==> src/rtl/ctx_restore_pkg.sv <==
// Shared definitions for the context-restore engine: FSM states, slot layout
// and the slot address helper.
package ctx_restore_pkg;

    typedef enum logic [2:0] {
        S_IDLE,
        S_RD_PC,
        S_RD_REG,
        S_CHK,
        S_LOAD
    } state_t;

    localparam int unsigned CTX_SLOT_WORDS = 8;
    localparam int unsigned CTX_PC_OFS     = 0;
    localparam int unsigned CTX_CHK_OFS    = 7;

    function automatic logic [31:0] ctx_addr(input logic [31:0] base,
                                             input logic [31:0] slot,
                                             input logic [2:0]  ofs);
        return base + slot * 32'(CTX_SLOT_WORDS) + {29'b0, ofs};
    endfunction

endpackage

==> src/rtl/ctx_restore.sv <==
// Context-restore engine: reads a saved PC/register context from data memory
// and replays it as register writes followed by one PC load.
// Optional checksum verification of word 7 is enabled with `define CTX_CHECKSUM_EN.
module ctx_restore
    import ctx_restore_pkg::*;
#(
    parameter int unsigned CTX_BASE = 32,
    parameter int unsigned NREGS    = 6,
    parameter int unsigned PROC_W   = 2
) (
    input  logic              clk,
    input  logic              rst_n,
    input  logic              start,
    input  logic [PROC_W-1:0] proc_id,
    output logic              busy,
    output logic              done,
    output logic              ctx_err,
    output logic              memRead,
    output logic [31:0]       posicao,
    input  logic [31:0]       saidaDados,
    output logic              reg_wr_en,
    output logic [4:0]        reg_wr_addr,
    output logic [31:0]       reg_wr_data,
    output logic              pc_load,
    output logic [31:0]       pc_value
);

`ifdef CTX_CHECKSUM_EN
    localparam state_t AFTER_REGS = S_CHK;
`else
    localparam state_t AFTER_REGS = S_LOAD;
`endif

    state_t            state, state_nx;
    logic [PROC_W-1:0] slot;
    logic [2:0]        idx;
    logic [31:0]       pc_q;
    logic [2:0]        ofs;

    always_ff @(posedge clk or negedge rst_n) begin
        if (!rst_n) begin
            state <= S_IDLE;
            slot  <= '0;
            idx   <= '0;
            pc_q  <= '0;
        end else begin
            state <= state_nx;
            case (state)
                S_IDLE: begin
                    if (start) begin
                        slot <= proc_id;
                        idx  <= 3'd1;
                    end
                end
                S_RD_PC:  pc_q <= saidaDados;
                S_RD_REG: idx  <= idx + 3'd1;
                S_LOAD:   idx  <= '0;
                default: ;
            endcase
        end
    end

    always_comb begin
        state_nx    = state;
        busy        = 1'b0;
        done        = 1'b0;
        memRead     = 1'b0;
        ofs         = 3'(CTX_PC_OFS);
        reg_wr_en   = 1'b0;
        reg_wr_addr = '0;
        reg_wr_data = '0;
        pc_load     = 1'b0;
        case (state)
            S_IDLE: begin
                if (start) state_nx = S_RD_PC;
            end
            S_RD_PC: begin
                busy     = 1'b1;
                memRead  = 1'b1;
                state_nx = (NREGS == 0) ? AFTER_REGS : S_RD_REG;
            end
            S_RD_REG: begin
                busy        = 1'b1;
                memRead     = 1'b1;
                ofs         = idx;
                reg_wr_en   = 1'b1;
                reg_wr_addr = {2'b0, idx};
                reg_wr_data = saidaDados;
                if (idx == 3'(NREGS)) state_nx = AFTER_REGS;
            end
            S_CHK: begin
                busy     = 1'b1;
                memRead  = 1'b1;
                ofs      = 3'(CTX_CHK_OFS);
                state_nx = S_LOAD;
            end
            S_LOAD: begin
                busy     = 1'b1;
                done     = 1'b1;
                pc_load  = 1'b1;
                state_nx = S_IDLE;
            end
            default: state_nx = S_IDLE;
        endcase
    end

    // Address bus is parked at 0 whenever no read is in flight.
    assign posicao  = memRead ? ctx_addr(32'(CTX_BASE), 32'(slot), ofs) : '0;
    assign pc_value = pc_q;

`ifdef CTX_CHECKSUM_EN
    logic [31:0] acc;
    logic        err_q;

    always_ff @(posedge clk or negedge rst_n) begin
        if (!rst_n) begin
            acc   <= '0;
            err_q <= 1'b0;
        end else begin
            case (state)
                S_RD_PC:  acc   <= saidaDados;
                S_RD_REG: acc   <= acc ^ saidaDados;
                S_CHK:    err_q <= (saidaDados != acc);
                default: ;
            endcase
        end
    end

    assign ctx_err = err_q & (state == S_LOAD);
`else
    assign ctx_err = 1'b0;
`endif

endmodule
==> config.mk <==
export PLATFORM = sky130hd
export DESIGN_NAME = ctx_restore
export DESIGN_NICKNAME = d
export VERILOG_FILES = /design/src/rtl/ctx_restore_pkg.sv /design/src/rtl/ctx_restore.sv
export SDC_FILE = /design/constraint.sdc
export NUM_CORES = 1
export LEC_CHECK = 0
export CAP_MARGIN = 40
export CELL_PAD_IN_SITES_DETAIL_PLACEMENT = 0
export CELL_PAD_IN_SITES_GLOBAL_PLACEMENT = 2
export CORE_MARGIN = 2
export CORE_UTILIZATION = 18
export CTS_BUF_LIST = sky130_fd_sc_hd__clkbuf_8 sky130_fd_sc_hd__clkbuf_16
export CTS_CLUSTER_SIZE = 10
export DETAILED_ROUTE_END_ITERATION = 16
export GPL_ROUTABILITY_DRIVEN = 0
export PLACE_DENSITY_LB_ADDON = 0.15
export REMOVE_ABC_BUFFERS = 1
export SYNTH_ARGS = -nofsm -noshare
export SYNTH_HDL_FRONTEND = slang
export SYNTH_SLANG_ARGS = --single-unit
==> constraint.sdc <==
create_clock -name clk -period 1.4 [get_ports clk]
set_input_delay 0.28 -clock clk [delete_from_list [all_inputs] [get_ports clk]]
set_output_delay 0.28 -clock clk [all_outputs]
set_load 0.005 [all_outputs]
==> results.env <==
SYNTH.FF_LATCH_COUNT=40
TRITONCTS='done'
YS_WARN_COUNT=0
SYNTHDOMINANTCELLAREASHARE_PCT=45.9
VIAS_PER_CELL=3.80
INITIAL_CORE_UTIL_PCT=18.3
SETUP.WORST_PATH.START_CLASS='register'
MIN_PERIOD_NS=1.82
YS_TOP_CELLS_BY_AREA='sky130_fd_sc_hd__dfrtp_1, sky130_fd_sc_hd__mux2_2, sky130_fd_sc_hd__buf_4'
DIE-AREA_MM2=0.0130
IRDROPWORSTVDD_V=0.000820
TIMING.SETUP.CRITICAL_PATH_CLASS='reg2out'
I_O_PIN_COUNT=144
WL_PER_CELL_UM=13.2
POST_ROUTE_CELLS_DRIVE_ABOVE_1_SHARE_PCT=52.8
CTS_NUM_SINKS=40
VIOLATIONS='setup timing'
N_FILL_CELL=1232
SETUP_REPAIR_AFTER_GLOBAL_ROUTING_MISSED_ITS_MARGIN='yes'
POST_SYNTH_INSTANCE_AREA_MM2=0.00218
GLOBAL_ROUTE.USAGE.TOTAL_PCT=10.3
YOSYS.CELL_TYPES.COUNT=27
DETAILED_PLACE.AREA_MM2=0.00365
SYNTH_EDF_COUNT=0
HIGHEST_CELL_DELAY_ON_THE_WORST_TIMING_PATH_NS=0.44
FINAL-SETUP-VIOL-COUNT=81
CTSHTREEMAXLEVEL=2
PLACE.PORT_BUFFERS=114
MAXCAPVIOLATIONS=0
SYNTH_AREA_PER_INST_UM2=11.4
PLACED_CELLS=480
PATH_MAX_FANOUT=7
FINAL.SETUP.WORST_SLACK_NS=-0.424
FINALHOLDVIOLATIONS=0
INSTANCES_NO_FILL=520
HOLDCRITPATHCLASS='in2async'
FIN_SETUP_TNS_NS=-22.33
CELLLEAKAGEPOWER_nW=2.11
DRT.ANTENNA.VIOLATING_NETS=0
TIMING.FMAX_MHz=548
NUM_VIAS=1974
SYNTH_CELLS=192
DRT-INITIAL-DRC-COUNT=25
DRV_SLEW=0
MULTIINPUTGATEAREA_MM2=0.00119
SYNTH-MAIN-FF-CELL='sky130_fd_sc_hd__dfrtp_1'
YOSYSTOPAREACELL='sky130_fd_sc_hd__dfrtp_1'
DRC=0
CRIT_PATH_TOP_DELAY_CELL='sky130_fd_sc_hd__dfrtp_2'
GRT_PASS1_VIAS=1992
SYNTH-ASYNC-RESET-RATIO_PCT=100
FIN_AREA_MM2=0.00430
CRITICAL_PATH_BUF_INV_COUNT=5
DRT_PASS1_ITERATIONS=3
STATUS='finished, violations left'
LAYOUT_WORST_PATH_CYCLE_SHARE_PCT=130
CTS_INSERTED_BUFFERS=5
FIN_NETS=412
SYNTH_SEQUENTIAL_AREA_RATIO_PCT=45.9
GRT_PASS1_WL_MM=10.5
LAYOUT.AREA.SEQ_MM2=0.00100
CP_TOP_FAMILY='buffers and inverters'
CLK_PIN_SLEW_NS=0.06
CLOCK_TREE.ROOT_CELL='sky130_fd_sc_hd__clkbuf_16'
N_ANTENNA_CELL=0
TOTALWIRELENGTH_MM=6.87
CHIPHEIGHT_UM=114
GRT_ANTENNA_BEFORE_REPAIR=0
DIE_WIDTH_UM=114
CTS.PATH.MAX_BUFFERS=2
GRT_START_MAX_NET_PINS=41
SYNTH.MOST_COMMON_CELL='sky130_fd_sc_hd__dfrtp_1'
SKEW_NS=0.00307
POST_SYNTH_MOST_FREQUENT_CELLS='sky130_fd_sc_hd__dfrtp_1, sky130_fd_sc_hd__and2_1, sky130_fd_sc_hd__mux2_2, sky130_fd_sc_hd__buf_4, sky130_fd_sc_hd__nor2_1'
WORSTSETUPENDPOINTTYPE='primary output'
CORE_REGION_AREA_MM2=0.0119
CRIT_CHAIN='nand2b_4, nor2_4, buf_12, buf_6, buf_6, buf_6, and2_4, buf_6'
NUM_ROWS=40
SYN2LAYOUT_AREA_GROWTH_PCT=97.2
TIMING.CRITICAL_PATH.MODE_CELL='sky130_fd_sc_hd__buf_6'
POWER_DENSITY_mW_PER_MM2=2040
CLOCK_INSERTION_DELAY_WORST_SKEW_NS=0.28
UTILIZATION_PCT=36.1
ARRIVAL_NS=1.54
GLOBALROUTEOVERFLOWTOTAL=0
CRIT_REQUIRED_NS=1.12
DP_HPWL_MM=4.43
-- tightest hold or removal path, delay by kind of cell --
kind	cells	cell delay [ns]
buf+inv	3	0.86
-- power by group --
part	total, mW	leakage [nW]	switching [mW]	internal (mW)
clock	1.20	0.0760	0.454	0.748
combinational	5.49	1.55	1.93	3.56
sequential	2.06	0.475	0.314	1.74
-- per-layer routing --
metal / vias to the layer above / track usage, % / wire (µm)
met2: 85 / 16.9 / 3260
met1: 953 / 13.1 / 3010
met4: 0 / 2.68 / 53
li1: 931 / - / -
met5: - / 0 / 0
met3: 5 / 3.24 / 545
-- flip-flops by register name, summed over array words and instances, names as in the netlist --
signal,count
pc_value,32
idx,3
state,3
slot,2
-- final cells by class --
type,instances,area share (%)
sequential,40,23.3
multi-input combinational,135,27.7
timing repair buffer,188,40.9
tap,147,4.28
clock buffer,7,3.55
inverter,3,0.262
-- worst paths after layout --
| check | start | end | slack (ns) | cells past startpoint |
|---|---|---|---|---|
| min | rst_n | idx[1] | 0.49 | 3 |
| min in group clk | pc_value[16] | pc_value[16] | 0.50 | 1 |
| min reg2reg | pc_value[16] | pc_value[16] | 0.50 | 1 |
| max in group asynchronous | rst_n | pc_value[18] | 0.68 | 3 |
| max | state[1] | reg_wr_data[27] | -0.42 | 8 |
| max reg2reg | state[1] | pc_value[3] | -0.35 | 8 |
-- kinds of logic (layout without fill, tap and decap cells) --
group / Yosys count / count (layout) / share of synthesized area (%)
simple gates: 58 / 58 / 16.9
buf+inv: 45 / 198 / 14.9
flops: 40 / 40 / 45.9
mux: 34 / 34 / 17.6
compound gates: 11 / 11 / 2.98
fa+ha+maj: 2 / 2 / 1.15
other cells: 1 / 29 / 0.172
xor+xnor: 1 / 1 / 0.402
-- metrics by stage --
step / hold slack (ns) / power, mW / worst slack [ns]
global placement: 0.275 / 6.41 / -0.441
finish: 0.491 / 8.75 / -0.424
CTS: 0.496 / 8.23 / -0.566
floorplan: -0.0156 / 3.62 / -0.405
global route: 0.515 / 9.38 / -0.472
detailed placement: 0.281 / 6.42 / -0.464
-- timing repair --
action                                 4_1_cts  5_1_grt
gates resized for setup                    232       97
endpoints found under the hold margin       40        0
hold buffers                                 1        0
gates cloned                                 4        2
pin swaps                                   14       10
buffers inserted                            22       20
setup endpoints to repair                  112       84
-- cell usage in the layout, fill, tap and decap left out, types with 2 or more instances in the layout --
cell                               n
sky130_fd_sc_hd__inv_1             3
sky130_fd_sc_hd__buf_6            39
sky130_fd_sc_hd__clkdlybuf4s15_2   3
sky130_fd_sc_hd__o22ai_1           2
sky130_fd_sc_hd__buf_2            18
sky130_fd_sc_hd__clkdlybuf4s50_1  35
sky130_fd_sc_hd__nor2_4            5
sky130_fd_sc_hd__and2_4           21
sky130_fd_sc_hd__dlygate4sd2_1    33
sky130_fd_sc_hd__buf_8             2
sky130_fd_sc_hd__nor2_1            6
sky130_fd_sc_hd__nand2b_4          2
sky130_fd_sc_hd__mux2_4           30
sky130_fd_sc_hd__clkbuf_2          6
sky130_fd_sc_hd__conb_1           29
sky130_fd_sc_hd__ha_1              2
sky130_fd_sc_hd__a21oi_1           5
sky130_fd_sc_hd__buf_4            44
sky130_fd_sc_hd__dfrtp_1          38
sky130_fd_sc_hd__buf_12            5
sky130_fd_sc_hd__clkbuf_8          2
sky130_fd_sc_hd__mux2_2            4
sky130_fd_sc_hd__dfrtp_2           2
sky130_fd_sc_hd__nor2_2            2
sky130_fd_sc_hd__and2_1           14
sky130_fd_sc_hd__nor3_2            2
sky130_fd_sc_hd__buf_16            2
sky130_fd_sc_hd__clkbuf_16         5
No activity file was read; power rests on OpenSTA's default activity.
